===== src/rtl/if_id_queue.sv =====
// Fetch-to-decode skid queue: a circular buffer of {pc, instr, inv_addr}
// entries with a RUN/FAULT state. Accepting an entry flagged as an invalid
// address freezes intake (FAULT) until a flush; queued entries still drain
// to decode so the faulting instruction reaches the trap logic.
module if_id_queue #(
    parameter int DEPTH = 2
) (
    input  logic                     clk,
    input  logic                     rst_n,
    input  logic                     flush,
    input  logic                     in_valid,
    input  logic [63:0]              in_pc,
    input  logic [31:0]              in_instr,
    input  logic                     in_inv_addr,
    output logic                     in_ready,
    output logic                     out_valid,
    output logic [63:0]              out_pc,
    output logic [31:0]              out_instr,
    output logic                     out_inv_addr,
    input  logic                     out_ready,
    output logic [$clog2(DEPTH):0]   count,
    output logic                     fault
);

    localparam int PW = $clog2(DEPTH);
    localparam int CW = PW + 1;
    localparam int EW = 64 + 32 + 1;

    localparam logic [0:0] RUN   = 1'b0;
    localparam logic [0:0] FAULT = 1'b1;

    logic [EW-1:0]    mem_reg [DEPTH];
    logic [PW-1:0]    wr_ptr_reg, wr_ptr_next;
    logic [PW-1:0]    rd_ptr_reg, rd_ptr_next;
    logic [CW-1:0]    count_reg, count_next;
    logic [0:0]       state_reg, state_next;
    logic             push, pop;
    logic [DEPTH-1:0] slot_we;
    logic [EW-1:0]    head;

    // Handshakes. Flush blocks both sides; a full queue never passes through.
    assign in_ready  = (count_reg < CW'(DEPTH)) && (state_reg == RUN) && !flush;
    assign out_valid = (count_reg != '0);
    assign push      = in_valid && in_ready;
    assign pop       = out_valid && out_ready && !flush;

    // Per-slot write enable decoded from the write pointer.
    generate
        for (genvar gi = 0; gi < DEPTH; gi++) begin : g_slot_we
            assign slot_we[gi] = push && (wr_ptr_reg == PW'(gi));
        end
    endgenerate

    // Next-state for pointers, occupancy and RUN/FAULT; flush wins over all.
    always_comb begin
        wr_ptr_next = wr_ptr_reg;
        rd_ptr_next = rd_ptr_reg;
        count_next  = count_reg;
        state_next  = state_reg;
        if (flush) begin
            wr_ptr_next = '0;
            rd_ptr_next = '0;
            count_next  = '0;
            state_next  = RUN;
        end else begin
            if (push) begin
                wr_ptr_next = wr_ptr_reg + PW'(1);
            end
            if (pop) begin
                rd_ptr_next = rd_ptr_reg + PW'(1);
            end
            case ({push, pop})
                2'b10:   count_next = count_reg + CW'(1);
                2'b01:   count_next = count_reg - CW'(1);
                default: count_next = count_reg;
            endcase
            if (push && in_inv_addr) begin
                state_next = FAULT;
            end
        end
    end

    // Control registers, cleared immediately by reset.
    always_ff @(posedge clk or negedge rst_n) begin
        if (!rst_n) begin
            wr_ptr_reg <= '0;
            rd_ptr_reg <= '0;
            count_reg  <= '0;
            state_reg  <= RUN;
        end else begin
            wr_ptr_reg <= wr_ptr_next;
            rd_ptr_reg <= rd_ptr_next;
            count_reg  <= count_next;
            state_reg  <= state_next;
        end
    end

    // Entry storage; reset zeroes slots so the head reads 0 out of reset,
    // while flush leaves payloads untouched.
    always_ff @(posedge clk or negedge rst_n) begin
        if (!rst_n) begin
            for (int i = 0; i < DEPTH; i++) begin
                mem_reg[i] <= '0;
            end
        end else begin
            for (int i = 0; i < DEPTH; i++) begin
                if (slot_we[i]) begin
                    mem_reg[i] <= {in_pc, in_instr, in_inv_addr};
                end
            end
        end
    end

    // Head slot presented combinationally to decode.
    assign head         = mem_reg[rd_ptr_reg];
    assign out_pc       = head[EW-1 -: 64];
    assign out_instr    = head[32:1];
    assign out_inv_addr = head[0];
    assign count        = count_reg;
    assign fault        = (state_reg == FAULT);

endmodule


===== config.mk =====
export PLATFORM = sky130hd
export DESIGN_NAME = if_id_queue
export DESIGN_NICKNAME = d
export VERILOG_FILES = /design/src/rtl/if_id_queue.sv
export SDC_FILE = /design/constraint.sdc
export NUM_CORES = 1
export LEC_CHECK = 0
export CORE_ASPECT_RATIO = 0.5
export CORE_MARGIN = 1.5
export CORE_UTILIZATION = 45
export CTS_CLUSTER_DIAMETER = 120
export CTS_CLUSTER_SIZE = 24
export DETAILED_ROUTE_END_ITERATION = 8
export PLACE_DENSITY_LB_ADDON = 0.3
export SLEW_MARGIN = 20
export SYNTH_ARGS = -nofsm -noshare
export SYNTH_HDL_FRONTEND = slang
export SYNTH_SLANG_ARGS = --single-unit

===== constraint.sdc =====
create_clock -name clk -period 1.6 [get_ports clk]
set_input_delay 0.32 -clock clk [delete_from_list [all_inputs] [get_ports clk]]
set_output_delay 0.32 -clock clk [all_outputs]
set_load 0.05 [all_outputs]

Word level (Yosys, flattened, before mapping)
Cells that the tools add are included.
{ "classes": {"n_addsub": 4, "multipliers": 0, "div": 0, "order_cmp": 2, "n_eq_ne": 2, "shifts": 0, "n_mux": 11, "bitwise_logic": 3, "n_reduce_logical": 14} }
{ "op_table": {"columns": ["op", "n"], "rows": [
  ["$mux W97", 3],
  ["$logic_and A1 B1 Y1", 8],
  ["$reduce_bool A2 Y1", 4],
  ["$mux W1", 6],
  ["$pmux W2 S2", 1],
  ["$reduce_bool A3 Y1", 1],
  ["$add A1 B1 Y1 const B", 2],
  ["$add A2 B1 Y2 const B", 1],
  ["$eq A2 B1 Y1 const B", 1],
  ["$eq A2 B2 Y1 const B", 1],
  ["$ge A2 B2 Y1 const B", 1],
  ["$lt A2 B2 Y1 const B", 1],
  ["$mux W2", 1],
  ["$not A1 Y1", 2],
  ["$not A1 Y2", 1],
  ["$sub A2 B1 Y2 const B", 1],
  ["$logic_not A1 Y1", 1]
]} }
{ "totals": {"ff_bits": 199, "latch_bits": 0, "mem_bits_rw": 0, "romBits": 0, "input_bits": 102, "out_inout_bits": 102, "elab_cells": 42, "memories": 0} }

Logic depth before layout (Yosys ltp)
{ "logic_depth": {"ltp_word": 7, "ltp_mapped": 6, "mapped_depth_nobuf": 3} }

Least setup slack after synthesis
No wires, ideal clock.
{ "synth_path": {"path_kind": "register -> output", "startpoint": "register state_reg (netlist: fault)", "endpoint": "output in_ready", "t_arrival_ps": 1744, "t_required_ps": 1280, "setup_slack_ps": -464, "stages_incl_launch_ff": 2, "path_buffers": 0, "path_cell_list": "dfrtp_1 -> nor3_1"} }
{ "synth_between": {"elab_chain_cells": 3} }
{ "synth_rtl": {"columns": ["item", "line_no", "source"], "rows": [
  ["start, declared", "36", "logic [0:0] state_reg, state_next;"],
  ["start signal, assigned", "94", "state_reg <= state_next;"],
  ["$not A1 Y1", "42", "assign in_ready = (count_reg < CW'(DEPTH)) && (state_reg == RUN) && !flush;"],
  ["$logic_and A1 B1 Y1 (2 in a row)", "42", null],
  ["end, declared", "15", "output logic in_ready,"]
]} }
No other way between the ends.

Final worst setup path
{ "layout_path": {"startpoint": "register rd_ptr_reg", "endpoint": "output out_pc[17]"} }
{ "layout_between": {"elab_chain_cells": 4} }
{ "layout_rtl": {"columns": ["item", "line_no", "source"], "rows": [
  ["start, declared", "34", "logic [PW-1:0] rd_ptr_reg, rd_ptr_next;"],
  ["start signal, assigned", "92", "rd_ptr_reg <= rd_ptr_next;"],
  ["$not A1 Y2 (not written as such)", "115", "assign head = mem_reg[rd_ptr_reg];"],
  ["$mux W97 (not written as such) (3 in a row)", "115", null],
  ["end, declared", "17", "output logic [63:0] out_pc,"]
]} }
No other way between the ends. The select of a mux whose other input is x is not followed.

==> impl_metrics.json <==
{
  "timing_worst_slew_pin_value_ns": 0.395,
  "start_util_pct": 46.6,
  "final.setup.tns_ns": -52.27,
  "pin_count_of_the_biggest_net_entering_global_routing": 73,
  "place.detailed.instances": 1006,
  "cts-buffers-inserted": 17,
  "path_clk_slew_ns": 0.07,
  "endpoint_kind": "primary output",
  "arrival_ns": 1.74,
  "yosysWarningCount": 0,
  "fin_worst_hold_slack_ns": 0.337,
  "share_of_cells_above_drive_strength_1_pct": 61.9,
  "drt_drc_violations_left": 0,
  "fin_skew_ns": 0.00693,
  "nature_of_the_critical_path_startpoint": "flop",
  "globalRouteTotalUtil_pct": 20.3,
  "synth_fp_nets": 646,
  "grt_first_pass_wirelength_um": 31500,
  "required_ns": 1.28,
  "outcome": "complete, but fails checks",
  "layout_setup_ws_ns": -0.457,
  "cts_tree": "yes",
  "routed_wirelength_um": 22800,
  "worstReg2RegStart": "count[1]$_DFFE_PN0P_",
  "setup.reg_to_reg.worst_slack_ns": -0.16,
  "grt_overflow": 0,
  "pwr_density_cell_nw_per_um2": 1590,
  "grt_pass1_vias": 5873,
  "fin_cells": 1085,
  "io-pin-count": 204,
  "detailedRoute.firstIterationViolations": 167,
  "total_clock_sinks": 199,
  "synth_seq_area_share_pct": 57.3,
  "die_x_um": 199,
  "core_um2": 18700,
  "yosys-top-cells-area": "sky130_fd_sc_hd__dfrtp_1, sky130_fd_sc_hd__mux2_2, sky130_fd_sc_hd__mux2_4, sky130_fd_sc_hd__mux2_1, sky130_fd_sc_hd__buf_2",
  "ir_worst_vdd_mv": 0.855,
  "worstHoldPathType": "in2async",
  "insertion_delay_ns": 0.42,
  "ctsRootBufferMaster": "sky130_fd_sc_hd__clkbuf_16",
  "maxSlewViolCount": 0,
  "synth.top_cell.area_share_pct": 57.3,
  "largest_register_ffs": 194,
  "n_antenna_cell": 0,
  "setup_viol": 286,
  "critical_path.max_fanout": 8,
  "drt_first_pass_iters": 4,
  "synth-edff-count": 0,
  "unrepaired_setup_endpoints_after_global_routing": "yes",
  "num-nets-final": 915,
  "area.growth.synth_to_final_pct": 56.5,
  "fin_area_um2": 13600,
  "report.power.total_mw": 21.7,
  "max_slew_margin_pct": 73.6,
  "post_drt_wl_per_cell_um": 21.0,
  "max-clock-path-buffers": 2,
  "library_cells_used_by_synthesis": 24,
  "detailedPlace.worstSlack_ns": -0.441,
  "dp.final_hpwl_um": 12900,
  "yosysMostFrequentCell": "sky130_fd_sc_hd__mux2_2",
  "postSynthRegisterBits": 199,
  "synth_flop_cell": "sky130_fd_sc_hd__dfrtp_1",
  "cap_violations": 0,
  "failed_checks": "setup timing",
  "syn_area_per_cell_um2": 16.0,
  "rows": 35,
  "synth_cells": 544,
  "die_h_um": 101,
  "antenna_found_initial": 0,
  "post-route-period-util_pct": 129,
  "ctsHtreeMaxLevel": 4,
  "placement.io_buffers": 203,
  "syn-cell-area_um2": 8680,
  "dr_total_vias": 5558,
  "critPathKind": "reg2out",
  "period_needed_ns": 2.06,
  "final_hold_vio_count": 0,
  "async_flop_share_pct": 100,
  "drt-vias-per-instance": 5.12,
  "postRouteAntennaNets": 0,
  "highest_clock_rate_ghz": 0.486,
  "layout.core_utilization_pct": 72.9,
  "post_synth_most_frequent_cells": "sky130_fd_sc_hd__mux2_2, sky130_fd_sc_hd__dfrtp_1, sky130_fd_sc_hd__mux2_4",
  "post_dp_cell_area_um2": 11400,
  "r2r_end": "mem_reg[115]$_DFFE_PN0P_",
  "r2r_cells": 6,
  "synth.largest_area_cell": "sky130_fd_sc_hd__dfrtp_1",
  "place_congestion": 0.722,
  "dieArea_um2": 20200,
  "power.static_leakage_nw": 6.20
}
-- metal layers --
layer / vias to the layer above / wire length (um) / track usage, %
met5: - / 0 / 0
met4: 0 / 183 / 4.57
met3: 16 / 1070 / 5.56
met2: 110 / 10900 / 34.0
met1: 2942 / 10700 / 26.5
li1: 2490 / - / -
-- cell usage in the layout, fill, tap and decap left out, types with 2 or more instances in the layout --
cell,instances
sky130_fd_sc_hd__inv_6,7
sky130_fd_sc_hd__buf_8,5
sky130_fd_sc_hd__buf_12,32
sky130_fd_sc_hd__clkbuf_16,34
sky130_fd_sc_hd__nor2_1,4
sky130_fd_sc_hd__mux2_4,156
sky130_fd_sc_hd__o21ai_0,2
sky130_fd_sc_hd__a21oi_1,2
sky130_fd_sc_hd__buf_16,7
sky130_fd_sc_hd__dfrtp_1,195
sky130_fd_sc_hd__mux2_2,135
sky130_fd_sc_hd__clkbuf_8,4
sky130_fd_sc_hd__buf_6,109
sky130_fd_sc_hd__buf_4,10
sky130_fd_sc_hd__clkdlybuf4s50_1,99
sky130_fd_sc_hd__dfrtp_2,3
sky130_fd_sc_hd__bufinv_16,2
-- worst max-delay path by stage --
stage / end / slack, ns / from / cells after the start
after floorplan: mem_reg[111]$_DFFE_PN0P_ / -0.11 / fault$_DFFE_PN0P_ / 6
after global placement: mem_reg[187]$_DFFE_PN0P_ / -0.42 / flush / 5
after global routing: out_pc[17] / -0.50 / rd_ptr_reg$_DFFE_PN0P_ / 4
after CTS: out_inv_addr / -0.47 / rd_ptr_reg$_DFFE_PN0P_ / 3
final: out_pc[17] / -0.46 / rd_ptr_reg$_DFFE_PN0P_ / 4
after detailed placement: mem_reg[141]$_DFFE_PN0P_ / -0.44 / flush / 5
-- cells by family (layout without fill, tap and decap cells) --
family / count (synthesis) / after routing / synth area share, %
AO/OA/AOI/OAI: 7 / 7 / 0.490
AND/OR/NAND/NOR: 11 / 11 / 0.749
buffers and inverters: 34 / 316 / 2.19
XOR/XNOR: 2 / 2 / 0.202
flip-flops: 199 / 199 / 57.3
multiplexers: 291 / 291 / 39.0
-- what timing repair did --
| action | in CTS | in global routing |
|---|---|---|
| gates resized for setup | 146 | 71 |
| hold endpoints to repair | 22 | 0 |
| endpoints found under the setup margin | 141 | 266 |
| buffers inserted | 9 | 13 |
| pin swaps | 2 | 3 |
| gates cloned | 6 | 23 |
| hold buffers | 1 | 0 |
-- power by group --
group | internal (mW) | switching [mW] | leakage (nW)
clock | 2.47 | 1.99 | 0.296
sequential | 6.70 | 0.905 | 2.38
combinational | 4.88 | 4.71 | 3.53
total | 14.0 | 7.61 | 6.20
-- worst max-delay path: stages (launching register included) --
cell and delay (ns):
sky130_fd_sc_hd__dfrtp_4 0.50, sky130_fd_sc_hd__buf_4 0.17, sky130_fd_sc_hd__clkbuf_16 0.17, sky130_fd_sc_hd__mux2_4 0.32, sky130_fd_sc_hd__buf_12 0.15
-- final cells by class --
cell class,count,area [um^2]
multi-input cells,311,4010
clock inverters,11,134
flip-flops and latches,199,4990
clock buffers,21,470
inverters,2,10.0
repair buffers,282,3660
well taps,259,324
fillers,1193,5060
Power figures use the tool's default switching activity.
